## src/rtl/if_fetch_unit.sv

```systemverilog
// Instruction-fetch stage: owns the PC, issues single-outstanding requests to a
// variable-latency instruction memory and buffers returned words for decode.
module if_fetch_unit #(
  parameter logic [15:0] RESET_PC = 16'h0000,
  parameter int          DEPTH    = 2
) (
  input  logic        clk,
  input  logic        rst,
  output logic        imem_req,
  output logic [15:0] imem_addr,
  input  logic        imem_valid,
  input  logic [15:0] imem_rdata,
  input  logic        stall,
  input  logic        redirect,
  input  logic [15:0] redirect_pc,
  output logic [15:0] instruction,
  output logic [15:0] pc_plus_2,
  output logic        inst_valid
);

  localparam int            AW      = $clog2(DEPTH);
  localparam logic [AW:0]   FULL    = (AW+1)'(DEPTH);
  localparam logic [AW:0]   CNT_ONE = (AW+1)'(1);
  localparam logic [AW-1:0] PTR_ONE = AW'(1);

  logic [15:0]   fetch_pc;
  logic [15:0]   req_pc;
  logic          outstanding;
  logic          drop;
  logic [AW-1:0] rd_ptr;
  logic [AW-1:0] wr_ptr;
  logic [AW:0]   count;
  logic [15:0]   instr_buf [DEPTH];
  logic [15:0]   pc2_buf   [DEPTH];

  logic resp;
  logic push;
  logic pop;

  assign imem_req   = !rst && !redirect && !outstanding && (count < FULL);
  assign imem_addr  = fetch_pc;
  assign resp       = imem_valid && outstanding;
  assign push       = resp && !drop && !redirect && !rst;
  assign inst_valid = !rst && (count != '0);
  assign pop        = inst_valid && !stall && !redirect;

  assign instruction = inst_valid ? instr_buf[rd_ptr] : 16'h0000;
  assign pc_plus_2   = inst_valid ? pc2_buf[rd_ptr]   : 16'h0000;

  // Redirect flushes the buffer and marks a still-pending fetch for discard.
  always_ff @(posedge clk) begin
    if (rst) begin
      fetch_pc    <= RESET_PC & 16'hFFFE;
      req_pc      <= 16'h0000;
      outstanding <= 1'b0;
      drop        <= 1'b0;
      rd_ptr      <= '0;
      wr_ptr      <= '0;
      count       <= '0;
    end else if (redirect) begin
      fetch_pc <= redirect_pc & 16'hFFFE;
      rd_ptr   <= '0;
      wr_ptr   <= '0;
      count    <= '0;
      if (resp) begin
        outstanding <= 1'b0;
        drop        <= 1'b0;
      end else if (outstanding) begin
        drop <= 1'b1;
      end
    end else begin
      if (imem_req) begin
        outstanding <= 1'b1;
        req_pc      <= fetch_pc;
        fetch_pc    <= fetch_pc + 16'd2;
      end
      if (resp) begin
        outstanding <= 1'b0;
        drop        <= 1'b0;
      end
      if (push) wr_ptr <= wr_ptr + PTR_ONE;
      if (pop)  rd_ptr <= rd_ptr + PTR_ONE;
      if (push && !pop)      count <= count + CNT_ONE;
      else if (!push && pop) count <= count - CNT_ONE;
    end
  end

  always_ff @(posedge clk) begin
    if (push) begin
      instr_buf[wr_ptr] <= imem_rdata;
      pc2_buf[wr_ptr]   <= req_pc + 16'd2;
    end
  end

endmodule

```

## config.mk

```make
export PLATFORM = sky130hd
export DESIGN_NAME = if_fetch_unit
export DESIGN_NICKNAME = d
export VERILOG_FILES = /design/src/rtl/if_fetch_unit.sv
export SDC_FILE = /design/constraint.sdc
export NUM_CORES = 1
export LEC_CHECK = 0
export ABC_AREA = 1
export CAP_MARGIN = 20
export CORE_ASPECT_RATIO = 1.4
export CORE_MARGIN = 5
export CORE_UTILIZATION = 53
export CTS_CLUSTER_DIAMETER = 60
export DETAILED_ROUTE_END_ITERATION = 8
export PLACE_DENSITY = 0.83
export SLEW_MARGIN = 20
export SYNTH_ARGS = -nofsm -noshare
export SYNTH_HDL_FRONTEND = slang
export SYNTH_SLANG_ARGS = --single-unit
```

## constraint.sdc

```tcl
create_clock -name clk -period 3.1 [get_ports clk]
set_input_delay 0.465 -clock clk [delete_from_list [all_inputs] [get_ports clk]]
set_output_delay 0.465 -clock clk [all_outputs]
set_load 0.01 [all_outputs]
```

==> metrics.txt, run 1 <==
Synth Instances 489; CP max-delay cell clkdlybuf4s50_1; Fin. Hold Viols 0; H-tree depth 3; Setup WS pre-CTS 319.1 ps; Max Cap Violations 0; Cell Rows 41; most frequent cell on the critical path clkdlybuf4s50_1; max-slew violations 0; Num CTS Buffers 9; critical path launch point type primary input; Die Ht 122.4 microns; initial antenna violation count 0; CP endpoint kind primary output; Final ANT Viol Nets 0; Vias 3532; global-route wire length before repair 16870 microns; worst-case reg-to-reg path depth 9; register area share after synthesis 54.39%; Slowest Stage Delay on Critical Path 570 ps; CP delay by family, top buffers and inverters; vias in the first global route 3618; Setup TNS 0 ps; Final WS setup 323.3 ps; reg2reg start count[0]; status complete, no violations; Inserted Diodes 0; final wirelength 9980 microns; Hold Path End wr_ptr; root buf cell clkbuf_16; Hold Slack 474.5 ps; Worst-Margin Slew 503.1 ps; Die ar. 0.01105 sq mm; Overall Global Routing Usage 18.90%; Initial Utilization 53.60%; period utilization 89.57%; total gr overflow 0; post-route minimum period 2777 ps; Max VDD drop 0.3431 mV; DRC viols 0; Hold Crit Depth 2; post-DP HPWL 7087 microns; worst path bufs/invs 4; CTS resizes 0; RR Endpoint count[1]; worst path arrival time 2310 ps; CTS tree done; crit-path max FO 33; critical path cell sequence clkdlybuf4s50_1 -> a21oi_2 -> buf_4 -> nand2_1 -> inv_1 -> clkdlybuf4s50_1; core area 0.008926 sq mm; hold path start wr_ptr; synth unique cells 39; clock slew at reported path FFs 70 ps; Synth Area per Inst 9.784 sq um; Net count, final 614; drt pass-1 iters 4; Sink Count 99; clk buf depth 2; critical path type primary input to primary output; clk_lat worst skew 340 ps; hold_buf cts 0; total power 2.809 mW; final instance area 0.006013 sq mm; final setup fails 0; Leak 2.404 nW; die extent in x 90.30 microns; power per cell area 467.1 mW/mm^2; Placement Cell Area 0.005719 sq mm; max frequency 360.1 MHz; post-synthesis register bit count 99; I/O pins 87; r2r setup slk 1200 ps; Area Overhead vs Synth 25.68%; CP Data Required Time 2630 ps; Cell Area, Synth 0.004785 sq mm; Tightest Hold Check Type flop to flop; Post-CTS Repair Setup Buffers 0; RePlAce Congestion 0.8300; unrepaired setup endpoints after global routing false; PortBufs 83; average wire per standard cell 14.55 microns; Final Skew 5.529 ps; number of DRC markers in iteration 0 151; layout cells sized above 1 17.62%; largest net degree at the start of global routing 34; Worst slew margin 66.36%; Yosys Warn Count 0; via/cell ratio 5.149
[routing by layer]
layer	share of wire, %	track usage [%]	vias to the layer above
met5	0	0	-
met4	3.1	8.659	0
met1	40	20.74	1632
li1	-	-	1774
met3	4.9	4.660	20
met2	52	34.34	106
[worst reg2reg max path, delay by kind of cell, from the launching register on]
kind	cells	cell delay [ps]
adder cells (fa/ha/maj)	1	320
buffers and inverters	2	430
AND/OR/NAND/NOR	1	130
flip-flops	1	330
AO/OA/AOI/OAI	5	580
[cell families (layout without fill, tap and decap cells)]
logic type	count (synthesis)	after routing	share of synthesized area (%)
adders and majority gates	3	3	0.7846
buffers and inverters	101	190	9.100
xor gates and xnor gates	13	13	2.380
AOI/OAI and AO/OA	59	59	7.898
and+or+nand+nor	182	182	18.07
muxes	31	31	7.296
DFF	99	99	54.39
other	1	2	0.07838
[cell usage in the layout, fill, tap and decap left out, drive strengths merged, types with 3 or more instances in the layout]
cell type / count
clkinv: 6
inv: 81
nand4: 6
o21ai: 25
nor2: 32
mux2: 31
clkdlybuf4s50: 83
xor2: 12
clkbuf: 9
buf: 8
nand2: 99
nor3: 9
dfxtp: 37
nand3: 32
ha: 3
edfxtp: 62
a21oi: 26
a211oi: 4
[how the worst max path moves through the flow]
stage                     slack (ps)               to     start  depth (start not counted)
after floorplan                  310  instr_buf[1][0]  redirect                          6
after global placement           370     pc_plus_2[7]       rst                          6
after detailed placement         320     pc_plus_2[8]       rst                          6
after CTS                        320     pc_plus_2[8]       rst                          6
after global routing             170     pc_plus_2[4]       rst                          6
final                            320     pc_plus_2[8]       rst                          6
[cells in the mapped netlist]
library cell / number / share of area, %
inv_4: 1 / 0.13
a31oi_1: 2 / 0.26
clkbuf_1: 2 / 0.16
nor2_2: 6 / 0.78
buf_2: 10 / 1.0
nor3_1: 7 / 0.73
nand2_4: 1 / 0.24
a21oi_1: 20 / 2.1
a211oi_2: 4 / 1.0
nor2_1: 22 / 1.7
nand3b_1: 2 / 0.31
clkinv_1: 2 / 0.16
inv_2: 10 / 0.78
or2_2: 2 / 0.26
edfxtp_1: 62 / 39
xnor2_1: 1 / 0.18
buf_8: 1 / 0.31
nor2_8: 1 / 0.42
nand4_1: 6 / 0.78
nand3_1: 29 / 3.0
nor3_2: 2 / 0.42
conb_1: 1 / 0.078
o21ai_0: 14 / 1.5
ha_1: 3 / 0.78
o21ai_1: 5 / 0.52
dfxtp_1: 37 / 15
o21a_1: 1 / 0.16
nand2_1: 97 / 7.6
a22oi_1: 1 / 0.16
buf_4: 2 / 0.31
inv_1: 70 / 5.5
buf_6: 3 / 0.71
nor2_4: 3 / 0.71
mux2_2: 31 / 7.3
o21ai_2: 6 / 1.1
nand2_8: 1 / 0.42
nand3_2: 3 / 0.63
a21oi_2: 6 / 1.1
xor2_1: 12 / 2.2
[report_power, final]
group	switching [mW]	internal [mW]	leakage [nW]
combinational	0.129	0.119	1.39
clock	0.471	0.622	0.141
sequential	0.0367	1.43	0.870
[area by class of cell]
class | instances | area [sq um]
Multi-Input combinational cell | 290 | 1753
Fill cell | 696 | 2913
Timing Repair Buffer | 91 | 915.9
Clock inverter | 7 | 68.82
Sequential cell | 99 | 2603
Tap cell | 107 | 133.9
Inverter | 83 | 314.1
Clock buffer | 9 | 225.2
[state kept, by name (all words and copies together), names as in the netlist, 2 cells and up, named ones only]
| name | count |
|---|---|
| count | 2 |
| pc2_buf | 30 |
| imem_addr | 15 |
| req_pc | 15 |
| instr_buf | 32 |
[stage by stage]
step                utilization, %  cells
global placement             64.07    670
global route                 67.37    686
CTS                          67.37    686
finish                       67.37    686
detailed placement           64.07    670
floorplan                        -    490
Note: power is estimated with default switching activity, not from simulation.
==> run 2: changes to the inputs <==
--- a/config.mk
+++ b/config.mk
@@ -7,12 +7,14 @@
 export LEC_CHECK = 0
 export ABC_AREA = 1
 export CAP_MARGIN = 20
+export CELL_PAD_IN_SITES_DETAIL_PLACEMENT = 1
+export CELL_PAD_IN_SITES_GLOBAL_PLACEMENT = 1
 export CORE_ASPECT_RATIO = 1.4
 export CORE_MARGIN = 5
-export CORE_UTILIZATION = 53
-export CTS_CLUSTER_DIAMETER = 60
+export CORE_UTILIZATION = 40
 export DETAILED_ROUTE_END_ITERATION = 8
-export PLACE_DENSITY = 0.83
+export HOLD_SLACK_MARGIN = 0.02
+export PLACE_DENSITY = 0.81
 export SLEW_MARGIN = 20
 export SYNTH_ARGS = -nofsm -noshare
 export SYNTH_HDL_FRONTEND = slang
==> run 2 against run 1 <==
  * Clock power barely moved
  * Global-route usage fell by 2.1 points
  * First-iteration DRC count fell by 38%
  * Total power rose by 1.2%
  * Largest power group unchanged
  * Core utilization fell by 16 points
  * Via count rose by 1.4%
  * Non-clock buffer count rose by 1
==> metrics.txt, run 2 (synthesis gave the netlist of run 1 again) <==
status complete, no violations; largest net degree at the start of global routing 34; root buf cell clkbuf_16; max reg flops 32; post-DP HPWL 8453 microns; die extent in x 102.4 microns; layout cells sized above 1 17.59%; via/cell ratio 4.928; combinational fraction of design power 8.8%; CTS tree done; period utilization 89.25%; Cell Rows 47; CP Data Required Time 2630 ps; r2r setup slk 1120 ps; Die ar. 0.01428 sq mm; Leak 2.406 nW; final instance area 0.006053 sq mm; Max Cap Violations 0; global-route wire length before repair 19040 microns; Int Power 2.185 mW; Setup TNS 0 ps; Seq pwr share 51.7%; Max VDD drop 0.2817 mV; Post-CTS Repair Setup Buffers 0; unrepaired setup endpoints after global routing false; Biggest register instr_buf; Net count, final 615; max-slew violations 0; max frequency 361.4 MHz; final wirelength 11350 microns; core area 0.01176 sq mm; initial antenna violation count 0; critical path launch point type primary input; Core Util, Final 51.47%; Initial Utilization 40.68%; clk buf depth 2; Final Skew 6.672 ps; commonest non-fill, non-tap cells in the layout 97 x nand2_1, 83 x clkdlybuf4s50_1, 70 x inv_1, 62 x edfxtp_1, 37 x dfxtp_1; PortBufs 83; Overall Global Routing Usage 16.77%; average wire per standard cell 15.61 microns; Tightest Hold Check Type flop to flop; Sink Count 99; biggest regs instr_buf x32, pc2_buf x30; clk_lat worst skew 340 ps; worst path arrival time 2300 ps; Switching Share 23.14%; final setup fails 0; number of DRC markers in iteration 0 94; Die Ht 139.4 microns; hold_buf cts 0; Final ANT Viol Nets 0; crit-path max FO 33; CP endpoint kind primary output; vias in the first global route 3985; I/O pins 87; critical path type primary input to primary output; Inserted Diodes 0; Num CTS Buffers 9; Area Overhead vs Synth 26.52%; clock share of power 39.4%; Fin. Hold Viols 0; clock slew at reported path FFs 60 ps; Placement Cell Area 0.005752 sq mm; CTS resizes 0; Hold Slack 481.0 ps; RePlAce Congestion 0.8377; Vias 3583; H-tree depth 3; post-route minimum period 2767 ps; DRC viols 0; Worst slew margin 66.85%; drt pass-1 iters 4; most common cell after layout, fill and taps aside nand2_1; total power 2.843 mW; total gr overflow 0; Worst-Margin Slew 495.7 ps; power per cell area 469.7 mW/mm^2; Sw Pwr 657.9 uW
==> run 2: worst max-delay path, stage by stage <==
cell	delay, ps
clkdlybuf4s50_1	570
a21oi_2	180
buf_4	340
nand2_1	130
inv_1	80
clkdlybuf4s50_1	530
==> run 2: area by class of cell <==
cell class                      count  area (sq um)
Clock buffer                       10         229.0
Clock inverter                      6         72.57
Fill cell                        1348          5708
Inverter                           83         314.1
Multi-Input combinational cell    290          1753
Sequential cell                    99          2603
Tap cell                          147         183.9
Timing Repair Buffer               92         898.4
==> run 2: worst paths after layout <==
path | startpoint | to | depth (start not counted)
worst min register to register | rd_ptr | flop | 2
worst min-delay path | rd_ptr | flop | 2
worst max register to register | count[0] | count[1] | 9
worst max-delay path | rst | pc_plus_2[6] | 6
==> run 2: metrics by stage <==
stage                     setup slack (ps)  instances
after global placement               351.8        711
after detailed placement             302.3        711
after global routing                 205.0        727
after CTS                            299.7        727
final                                333.3        727
after floorplan                      307.5        490
==> run 2: layer usage <==
| metal | GRT usage [%] | vias to the layer above | wire, microns |
|---|---|---|---|
| li1 | - | 1772 | - |
| met1 | 18.87 | 1701 | 4351 |
| met2 | 30.33 | 86 | 6133 |
| met3 | 3.105 | 24 | 505 |
| met4 | 6.773 | 0 | 359 |
| met5 | 0 | - | 0 |
==> run 2: power groups by stage <==
stage                     Clock [mW]  Combinational, mW  Sequential (mW)
after floorplan                    0              0.140             1.49
after global placement             0              0.242             1.50
after detailed placement           0              0.252             1.50
after CTS                       1.15              0.255             1.47
after global routing            1.21              0.280             1.48
final                           1.12              0.251             1.47
